## config.mk

```make
export PLATFORM = sky130hd
export DESIGN_NAME = serial_subtractor
export DESIGN_NICKNAME = d
export VERILOG_FILES = /design/src/rtl/serial_subtractor_pkg.sv /design/src/rtl/serial_subtractor_full_subtractor.sv /design/src/rtl/serial_subtractor.sv
export SDC_FILE = /design/constraint.sdc
export NUM_CORES = 1
export LEC_CHECK = 0
export CORE_MARGIN = 2
export CORE_UTILIZATION = 50
export DETAILED_ROUTE_END_ITERATION = 6
export GPL_TIMING_DRIVEN = 0
export PLACE_DENSITY = 0.88
export SYNTH_ARGS = -nofsm -noshare
export SYNTH_HDL_FRONTEND = slang
export SYNTH_SLANG_ARGS = --single-unit
```

## constraint.sdc

```tcl
create_clock -name clk -period 14.9 [get_ports clk]
set_clock_uncertainty 0.15 [all_clocks]
set_input_delay 4.47 -clock clk [delete_from_list [all_inputs] [get_ports clk]]
set_output_delay 4.47 -clock clk [all_outputs]
set_load 0.05 [all_outputs]
```

## src/rtl/serial_subtractor_pkg.sv

```systemverilog
// Shared definitions for the bit-serial arithmetic engines.
// The state encodings are fixed so that a future serial adder can reuse them.
package serial_subtractor_pkg;

  typedef enum logic [1:0] {
    ST_IDLE  = 2'd0,
    ST_SHIFT = 2'd1,
    ST_DONE  = 2'd2
  } state_e;

endpackage

```

## src/rtl/serial_subtractor_full_subtractor.sv

```systemverilog
// Single-bit full subtractor cell: d = a - b - bin, bout = borrow out.
module full_subtractor (
  input  logic a,
  input  logic b,
  input  logic bin,
  output logic d,
  output logic bout
);

  assign d    = a ^ b ^ bin;
  assign bout = (~a & b) | (~(a ^ b) & bin);

endmodule

```

## src/rtl/serial_subtractor.sv

```systemverilog
// Bit-serial A - B - B0 engine. It takes one operand pair through a valid/ready
// handshake and processes one bit per clock, LSB first, through a single
// full-subtractor cell. The difference, final borrow and signed overflow are
// returned through a second valid/ready handshake.
module serial_subtractor
  import serial_subtractor_pkg::*;
#(
  parameter int WIDTH = 64
) (
  input  logic             clk,
  input  logic             rst,
  input  logic             in_valid,
  output logic             in_ready,
  input  logic [WIDTH-1:0] A,
  input  logic [WIDTH-1:0] B,
  input  logic             B0,
  output logic             out_valid,
  input  logic             out_ready,
  output logic [WIDTH-1:0] diff,
  output logic             bout,
  output logic             ovf
);

  localparam int               CNT_W    = $clog2(WIDTH);
  localparam logic [CNT_W-1:0] LAST_BIT = CNT_W'(WIDTH - 1);

  state_e           r_state;
  state_e           w_state_nxt;
  logic [CNT_W-1:0] r_cnt;
  // The minuend register doubles as the difference shift register: each
  // consumed bit of A leaves at the LSB end while the new difference bit
  // enters at the MSB end.
  logic [WIDTH-1:0] r_a_sr;
  logic [WIDTH-1:0] r_b_sr;
  logic             r_brw;
  logic [WIDTH-1:0] r_diff;
  logic             r_bout;
  logic             r_ovf;
  logic             r_out_valid;

  logic             w_accept;
  logic             w_last;
  logic             w_release;
  logic             w_cell_d;
  logic             w_cell_bo;
  logic             w_ovf;

  full_subtractor u_cell (
    .a    (r_a_sr[0]),
    .b    (r_b_sr[0]),
    .bin  (r_brw),
    .d    (w_cell_d),
    .bout (w_cell_bo)
  );

  // in_ready depends only on state (and is held low during reset).
  assign in_ready  = (r_state == ST_IDLE) && !rst;
  assign w_accept  = in_valid && in_ready;
  assign w_last    = (r_state == ST_SHIFT) && (r_cnt == LAST_BIT);
  assign w_release = r_out_valid && out_ready;
  // On the final bit the cell inputs are the operand sign bits.
  assign w_ovf     = (r_a_sr[0] ^ r_b_sr[0]) & (w_cell_d ^ r_a_sr[0]);

  // State register.
  always_ff @(posedge clk) begin
    // NOTE: clocked state always uses non-blocking assignments so every
    // register samples the pre-edge values of every other register.
    if (rst) begin
      r_state <= ST_IDLE;
    end else begin
      r_state <= w_state_nxt;
    end
  end

  // Next-state decode.
  always_comb begin
    // NOTE: the default is assigned first so no path leaves w_state_nxt
    // unassigned, which would otherwise infer a latch.
    w_state_nxt = r_state;
    case (r_state)
      ST_IDLE:  if (w_accept)  w_state_nxt = ST_SHIFT;
      ST_SHIFT: if (w_last)    w_state_nxt = ST_DONE;
      ST_DONE:  if (w_release) w_state_nxt = ST_IDLE;
      default:                 w_state_nxt = ST_IDLE;
    endcase
  end

  // Bit counter, result register and output valid.
  always_ff @(posedge clk) begin
    if (rst) begin
      r_cnt       <= '0;
      r_diff      <= '0;
      r_bout      <= 1'b0;
      r_ovf       <= 1'b0;
      r_out_valid <= 1'b0;
    end else begin
      case (r_state)
        ST_IDLE: begin
          if (w_accept) r_cnt <= '0;
        end
        ST_SHIFT: begin
          if (w_last) begin
            r_cnt       <= '0;
            r_diff      <= {w_cell_d, r_a_sr[WIDTH-1:1]};
            r_bout      <= w_cell_bo;
            r_ovf       <= w_ovf;
            r_out_valid <= 1'b1;
          end else begin
            r_cnt <= r_cnt + CNT_W'(1);
          end
        end
        ST_DONE: begin
          if (w_release) r_out_valid <= 1'b0;
        end
        default: r_out_valid <= 1'b0;
      endcase
    end
  end

  // Operand shift registers and running borrow.
  always_ff @(posedge clk) begin
    // NOTE: these datapath registers carry no reset; they are always loaded
    // on acceptance before being read, and control state alone decides
    // whether their contents are meaningful.
    if (w_accept) begin
      r_a_sr <= A;
      r_b_sr <= B;
      r_brw  <= B0;
    end else if (r_state == ST_SHIFT) begin
      r_a_sr <= {w_cell_d, r_a_sr[WIDTH-1:1]};
      r_b_sr <= {1'b0, r_b_sr[WIDTH-1:1]};
      r_brw  <= w_cell_bo;
    end
  end

  assign out_valid = r_out_valid;
  assign diff      = r_diff;
  assign bout      = r_bout;
  assign ovf       = r_ovf;

endmodule
```

=== Yosys cells after proc, flatten, opt, wreduce, memory -nomap -nowiden ===
Cells that the tools add are included.

* Output and inout bits: 68
* Memory bits (writable): 0
* Logic and storage cells: 54
* Flip-flop bits (word level): 204
* Memory bits (read-only): 0
* Memories: 0
* Latch bits: 0

* Reductions and logical operators: 12
* Equal/unequal tests: 6
* $lt $le $gt $ge: 0
* Bitwise logic cells: 10
* Muxes and demuxes: 16
* $mul: 0
* Add/subtract/negate cells: 1
* Div/mod/pow operators: 0
* Shifts and indexed selects: 0

{| class="wikitable"
|+ Operators with widths
! kind !! number
|-
| $mux 64 || 4
|-
| $mux 6 || 2
|-
| $pmux 6 s2 || 1
|-
| $add 6x1->6 const B || 1
|-
| $eq 6x6->1 const B || 1
|-
| $mux 2 || 3
|-
| $ne 2x2->1 const B || 3
|-
| $pmux 2 s3 || 1
|-
| $reduce_and 3->1 || 2
|-
| $logic_and 1x1->1 || 4
|-
| $mux 1 || 4
|-
| $reduce_and 2->1 || 2
|-
| $reduce_bool 2->1 || 2
|-
| $and 1x1->1 || 3
|-
| $not 1->1 || 3
|-
| $pmux 1 s3 || 1
|-
| $xor 1x1->1 || 3
|-
| $eq 2x1->1 const B || 1
|-
| $eq 2x2->1 const B || 1
|-
| $logic_not 2->1 || 1
|-
| $logic_not 1->1 || 1
|-
| $or 1x1->1 || 1
|}

=== Depth between registers and ports, before layout ===
Gate-level depths: netlist of the first run.

* Word-level depth: 6
* Gate-level depth with buffers: 7
* Gate-level depth less buffers: 5

=== Cells and area by module ===
From an unflattened synthesis of the first run, not the netlist that was laid out.

* Cell total of the unflattened synthesis: 625
* Area total of the unflattened synthesis: 8225.4 µm²

{| class="wikitable"
|+ Modules (own cells, without submodules)
! module !! area an instance (µm²) !! cells each !! times used
|-
| serial_subtractor || 8194.1 || 621 || 1
|-
| full_subtractor || 31.3 || 4 || 1
|}

=== Least setup slack after synthesis of the first run ===
No wires, ideal clock.

* Path type: input-to-reg
* Start: input port rst
* End: register r_a_sr[0], enable pin
* Library setup time: 0.664 ns
* Stages on the path: 3
* Data required time: 14.086 ns
* Arrival: 11.055 ns
* Slack: 3.031 ns
* Cell sequence: buf_2 -> nand2b_1 -> a21oi_1

* Cells in the longest elaborated chain, start to end: 4

{| class="wikitable"
|+ Ends and longest elaborated chain
! item !! line !! text
|-
| start: declaration || serial_subtractor.sv:11 || <nowiki>input logic rst,</nowiki>
|-
| $logic_not 1->1 || serial_subtractor.sv:57 || <nowiki>assign in_ready = (r_state == ST_IDLE) && !rst;</nowiki>
|-
| $logic_and 1x1->1 || serial_subtractor.sv:57 ||
|-
| $logic_and 1x1->1 || serial_subtractor.sv:58 || <nowiki>assign w_accept = in_valid && in_ready;</nowiki>
|-
| $reduce_bool 2->1 (no source line) || n/a ||
|-
| end signal: assignment || serial_subtractor.sv:130 || <nowiki>r_a_sr <= {w_cell_d, r_a_sr[WIDTH-1:1]};</nowiki>
|-
| end: declaration || serial_subtractor.sv:33 || <nowiki>logic [WIDTH-1:0] r_a_sr;</nowiki>
|}

No other way between the ends.
A chain may end at the register's enable or synchronous reset.

=== Worst setup path after layout of the first run ===
* Start: input port rst
* End: output port in_ready

* Cells in the longest elaborated chain, start to end: 2

{| class="wikitable"
|+ Ends and longest elaborated chain
! item !! line !! text
|-
| $logic_not 1->1 || serial_subtractor.sv:57 ||
|-
| $logic_and 1x1->1 || serial_subtractor.sv:57 ||
|-
| end: declaration || serial_subtractor.sv:13 || <nowiki>output logic in_ready,</nowiki>
|}

No other way between the ends.

==> results.tsv, run 1 <==
stage	metric	value	unit
run_status	outcome	completed	
global_routing	grtUsageTotal	0.2366	
pwr	p_leak	4.557	nW
clock_network	cts_made_buffers	21	
synthesis	ys_top_cells_by_area	edfxtp_1 45%, dfxtp_1 18%, nand2_1 17%, a21oi_1 4.3%, o21ai_0 4.0%	
critical_path	critPathLaunchType	primary input	
critical_path	required	10.28	ns
synthesis	syn_nets	1047	
clock_network	cts_max_path_buffers	3	
clock_network	worstSkewPairLatency	0.49	ns
finish	fin_nets	1274	
floorplanning	fp.dieW	134.8	um
synthesis	synthAdderAreaFrac	0.005262	
finish	multi_input_area	2795	um2
clock_network	hold_buffers	0	
place	gp_congestion	0.8338	
global_routing	grt.overflow.total	0	
timing	final_max_slew_viol_count	0	
detailed_routing	wl_per_cell	15.90	um
detailed_routing	routed_via_density	5.234	
finish	fillerInstances	1277	
synthesis	synth_edf_count	129	
critical_path	reg2reg_from	r_state[0]	
critical_path	cp-endpoint	in_ready	
finish	seq_area	5375	um2
synthesis	synth-simple-area-share	0.2272	
floorplanning	ioPinCount	201	
clock_network	clock_sinks	204	
clock_network	path_clk_slew	0.06	ns
global_routing	grt_first_pass_wirelength	34530	um
synthesis	synth_xor_area_frac	0.001023	
critical_path	critPathArrivalTime	6.02	ns
synthesis	muxShareOfSynthArea	0	
synthesis	synth_seq_area_share	0.6280	
pwr	power	1.316	mW
clock_network	htree_levels	1	
synthesis	synth_common_cells	386 x nand2_1, 129 x edfxtp_1, 75 x dfxtp_1	
timing	rsz0062_at_grt	false	
floorplanning	fp.dieH	134.8	um
floorplanning	dieArea	18180	um2
critical_path	r2r_slack	12.19	ns
synthesis	ys_ff_latch	204	
synthesis	synth_top_area_frac	0.4526	
place	hpwl	15680	um
finish	antennaDiodeCount	0	
synthesis	async_flop_share	0	
detailed_routing	drt_iter0_markers	499	
global_routing	grt_max_degree	28	
clock_network	clockRootBuffer	clkbuf_16	
timing	period_minus_slack	10.64	ns
synthesis	synth_cell_types	38	
synthesis	yosysTopAreaCell	edfxtp_1	
detailed_routing	firstDrtPassIters	5	
run	max-cap-violations	0	
timing	setup_tns	0	ns
detailed_routing	drcViolationCount	0	
synthesis	yosysMostFrequentCell	nand2_1	
timing	relSlewSlack	0.5803	
critical_path	end_kind	output pin	
synthesis	yosys_warnings	0	
pwr	ir_worst_vdd	0.07788	mV
place	io_buffers	199	
synthesis	syn_inst	911	
synthesis	dominantRegCellSynth	edfxtp_1	
critical_path	cp_max_fo	10	
critical_path	rr_worst_depth	8	
clock_network	cts_tree	built	
timing	finalSetupViolCount	0	
timing	fin_crit_sh	0.7140	
critical_path	path_class	in2out	
critical_path	worstSetupStartpoint	rst	
pwr	p_per_area	113.2	nW/um2
detailed_routing	vias	7186	
detailed_routing	drt_wl_total	21830	um
detailed_routing	postRouteAntennaNets	0	
timing	max_freq	94.00	MHz
floorplanning	fp-row-count	47	
synthesis	avgSynthCellArea	9.396	um2
global_routing	first_global_vias	7054	
floorplanning	fp.coreArea	16640	um2
synthesis	synth-compound-area-share	0.09180	
finish	drive_gt1_frac	0.06765	
floorplanning	start_util	0.5143	
synthesis	synth_top_family_by_area	simple AND/OR/NAND/NOR gates	
synthesis	syn_area	8559	um2
clock_network	post-cts-setup-buffers	0	
min_path	min_path_type	reg2reg	
finish	area_growth	35.86	%
timing	hold_viol	0	
timing	tightest_slew	0.6281	ns
clock_network	ctsResizeCount	0	
global_routing	antenna_found_initial	0	
critical_path	r2r_end	r_b_sr[46]	
layout make-up:
cell class                      instances  share of cell area
Clock buffer                           34             0.05380
Multi-Input combinational cell        632              0.2404
Sequential cell                       204              0.4622
Buffer                                 71             0.03314
Clock inverter                          4            0.004304
Timing Repair Buffer                  204              0.1812
Inverter                                4            0.001291
Tap cell                              220             0.02367
cell families after synthesis:
kind of cell | after synthesis
AO/OA/AOI/OAI | 152
XOR/XNOR | 1
adder cells (fa/ha/maj) | 3
buffers and inverters | 75
flip-flops | 204
AND/OR/NAND/NOR | 476
registers in the layout, indices dropped and copies added (netlist names):
register / cells
r_b_sr: 64
r_a_sr: 64
diff: 64
bout: 1
r_cnt: 6
r_brw: 1
out_valid: 1
ovf: 1
r_state: 2
where the power goes:
| group | switching (mW) | internal (mW) | total, mW |
|---|---|---|---|
| logic | 0.0677 | 0.0632 | 0.131 |
| clock network | 0.212 | 0.306 | 0.518 |
| registers | 0.0159 | 0.651 | 0.667 |
layer usage:
layer | part of all wire | vias up | track usage
met3 | 0.079 | 50 | 0.05480
met2 | 0.48 | 291 | 0.3897
met5 | 0 | - | 0
li1 | - | 3523 | -
met1 | 0.41 | 3322 | 0.3077
met4 | 0.032 | 0 | 0.08538
worst max-delay path: stages:
cell	delay, ns
buf_2	0.15
clkbuf_1	0.30
nor3_1	0.23
clkdlybuf4s50_1	0.87
how the worst min path moves through the flow:
| stage | start | to | cells past startpoint |
|---|---|---|---|
| after floorplan | r_cnt[5] | r_cnt[5] | 1 |
| after global placement | diff[62] | diff[62] | 2 |
| after detailed placement | diff[35] | diff[35] | 2 |
| after CTS | diff[35] | diff[35] | 2 |
| after global routing | diff[13] | diff[13] | 2 |
| final | diff[24] | diff[24] | 2 |
cells in the final DEF (no fill, tap or decap), types with 3 or more instances in the layout:
master / instances
o21ai_0: 68
a21oi_1: 73
dfxtp_1: 75
edfxtp_1: 129
nand2_1: 386
clkbuf_16: 22
buf_2: 29
nand2b_1: 5
inv_1: 4
clkbuf_1: 38
clkdlybuf4s50_1: 199
buf_12: 3
clkbuf_8: 3
nand3_1: 67
buf_6: 10
metrics by stage:
| step | setup slack [ns] | util | std cells | hold slack, ns | cell area (um2) |
|---|---|---|---|---|---|
| after floorplan | 3.031 | - | 911 | 0.3097 | 8559 |
| after global placement | 0.1187 | 0.6506 | 1330 | 0.3128 | 10830 |
| after detailed placement | 4.254 | 0.6581 | 1335 | 0.3169 | 10950 |
| after CTS | 4.249 | 0.6987 | 1373 | 0.3250 | 11630 |
| after global routing | 4.169 | 0.6987 | 1373 | 0.3459 | 11630 |
| final | 4.261 | 0.6987 | 1373 | 0.3269 | 11630 |
Power figures use the tool's default switching activity.
==> run 2: changes to the inputs <==
Clock period 14.9 ns to 11.05 ns, I/O delays scaled along.
==> results of run 2 <==
Same layout as run 1 (identical final DEF). Status: completed.
Main changes from that run: setup slack after placement 4.254 ns -> 2.714 ns; setup slack after layout 4.261 ns -> 2.721 ns; register-to-register setup slack 12.19 ns -> 8.34 ns; total power 1.316 mW -> 1.775 mW; worst IR drop on VDD 0.07788 mV -> 0.1050 mV
==> run 3: changes to the inputs <==
Settings changed: CORE_UTILIZATION 50 to 45, PLACE_DENSITY 0.88 to 0.84.
Clock period 11.05 ns to 7.4 ns, I/O delays scaled along.
==> results.tsv, run 3 (synthesized netlist as in run 1, its figures left out) <==
stage	metric	value	unit	change
clock_network	clockRootBuffer	clkbuf_16		
floorplanning	dieArea	20140	um2	+11%
finish	antennaDiodeCount	0		unchanged
clock_network	cts_tree	built		
timing	final_max_slew_viol_count	0		unchanged
pwr	internal_power	2.086	mW	
finish	layout_common_cells	386 x nand2_1, 199 x clkdlybuf4s50_1, 129 x edfxtp_1		
detailed_routing	postRouteAntennaNets	0		unchanged
global_routing	grt_first_pass_wirelength	34030	um	-1.5%
finish	area_growth	36.49	%	
timing	hold_viol	0		unchanged
clock_network	worstSkewPairLatency	0.50	ns	about the same
timing	rsz0062_at_grt	false		
global_routing	grt_use_met3	0.04320		-0.01161
critical_path	r2r_slack	5.01	ns	
timing	fin_hold_ws	0.3253	ns	-0.001558 ns
global_routing	grt_max_degree	32		+14%
clock_network	ctsResizeCount	0		unchanged
clock_network	path_clk_slew	0.06	ns	about the same
finish	fin_util	0.6245		-0.07420
detailed_routing	drt_wl_total	21820	um	about the same
pwr	swShare	0.2258		
critical_path	critPathArrivalTime	3.76	ns	
timing	tightest_slew	0.9633	ns	+0.3351 ns
global_routing	antenna_found_initial	0		unchanged
detailed_routing	wl_per_cell	15.72	um	-1.1%
pwr	ir_worst_vdd	0.1530	mV	
global_routing	use_met1	0.2743		-0.03334
timing	period_minus_slack	6.133	ns	
clock_network	cts_made_buffers	22		+4.8%
global_routing	grt.overflow.total	0		unchanged
timing	finalSetupViolCount	0		unchanged
run_status	outcome	completed		
floorplanning	fp.coreArea	18710	um2	+12%
detailed_routing	firstDrtPassIters	5		unchanged
critical_path	end_kind	output pin		
detailed_routing	vias	7144		-0.58%
finish	seq_area	5375	um2	unchanged
timing	setup_tns	0	ns	unchanged
global_routing	grtUsageTotal	0.2106		-0.02597
clock_network	hold_buffers	0		unchanged
finish	final_common_cell	nand2_1		
place	hpwl	15470	um	-1.4%
floorplanning	ioPinCount	201		unchanged
finish	fin_nets	1274		unchanged
clock_network	cts_max_path_buffers	3		unchanged
critical_path	required	5.03	ns	
pwr	p_comb_frac	0.097		-0.002
detailed_routing	routed_via_density	5.147		-1.7%
place	gp_congestion	0.8493		+1.9%
critical_path	critPathLaunchType	primary input		
floorplanning	fp.dieW	141.9	um	+5.2%
global_routing	busiest_layer	met2		
floorplanning	start_util	0.4576		-0.05673
timing	fin_crit_sh	0.8287		
place	io_buffers	199		unchanged
pwr	p_clk_frac	0.405		+0.011
timing	max_freq	163.1	MHz	
min_path	min_path_type	reg2reg		
global_routing	met2_usage	0.3631		-0.02668
finish	multi_input_area	2795	um2	unchanged
pwr	p_leak	4.578	nW	+0.46%
critical_path	cp_slowest_stage_delay	0.87	ns	about the same
finish	fillerInstances	1522		+19%
pwr	pwr-share-seq	0.498		-0.009
clock_network	post-cts-setup-buffers	0		unchanged
run	max-cap-violations	0		unchanged
clock_network	htree_levels	1		unchanged
detailed_routing	drcViolationCount	0		unchanged
finish	drive_gt1_frac	0.07019		+0.002541
critical_path	crit_chain	buf_2, clkbuf_1, nor3_1, clkdlybuf4s50_1		
critical_path	path_class	in2out		
pwr	p_sw	608.6	uW	
global_routing	first_global_vias	6952		-1.4%
critical_path	slowest_stage	clkdlybuf4s50_1		
critical_path	cp_max_fo	10		unchanged
detailed_routing	drt_iter0_markers	459		-8.0%
timing	relSlewSlack	0.3564		-0.2239
pwr	p_per_area	230.7	nW/um2	
clock_network	clock_sinks	204		unchanged
floorplanning	fp-row-count	50		+6.4%
floorplanning	fp.dieH	141.9	um	+5.2%
## run 3: cell count changes in the layout (fill, tap and decap cells not counted), sizes merged
cell	before	now
clkinv	1	8
inv	6	4
buf	47	46
clkbuf	63	60
bufinv	1	0
clkinvlp	0	1
## run 3: power groups by stage
stage	Sequential, mW	Combinational (mW)	Clock, mW
3_5_place_dp	1.37	0.261	0
4_1_cts	1.34	0.263	1.11
6_report	1.34	0.260	1.09
5_1_grt	1.35	0.291	1.15
2_1_floorplan	1.36	0.133	0
3_3_place_gp	1.37	0.242	0
## run 3: final timing paths
path | start | to | cells past startpoint
setup / recovery | rst | in_ready | 4
hold / removal | diff[41] | diff[41] | 2
setup reg to reg | r_state[0] | r_b_sr[49] | 5
hold reg to reg | diff[41] | diff[41] | 2
## run 3: layout make-up
cell class                      count  share of cell area
Timing Repair Buffer              203              0.1786
Inverter                            4            0.001285
Tap cell                          234             0.02506
Clock inverter                      9            0.003641
Clock buffer                       31             0.05901
Buffer                             71             0.03299
Multi-Input combinational cell    632              0.2393
Sequential cell                   204              0.4601
## run 3: layer usage
metal / part of all wire / up-vias
li1: - / 3525
met1: 0.43 / 3328
met2: 0.48 / 251
met3: 0.066 / 40
met4: 0.020 / 0
met5: 0 / -
## run 3: per-stage QoR
step	setup slack, ns	area, um2	total power [mW]	std cells
6_report	1.267	11680	2.695	1388
5_1_grt	1.185	11680	2.787	1388
4_1_cts	1.252	11680	2.711	1388
3_5_place_dp	1.253	10950	1.627	1348
3_3_place_gp	-1.005	10850	1.616	1344
2_1_floorplan	0.7202	8563	1.496	911
## run 3: worst max-delay path: cells and delay by family
kind | cells | cell delay [ns]
buf+inv | 3 | 1.30
simple gates | 1 | 0.24
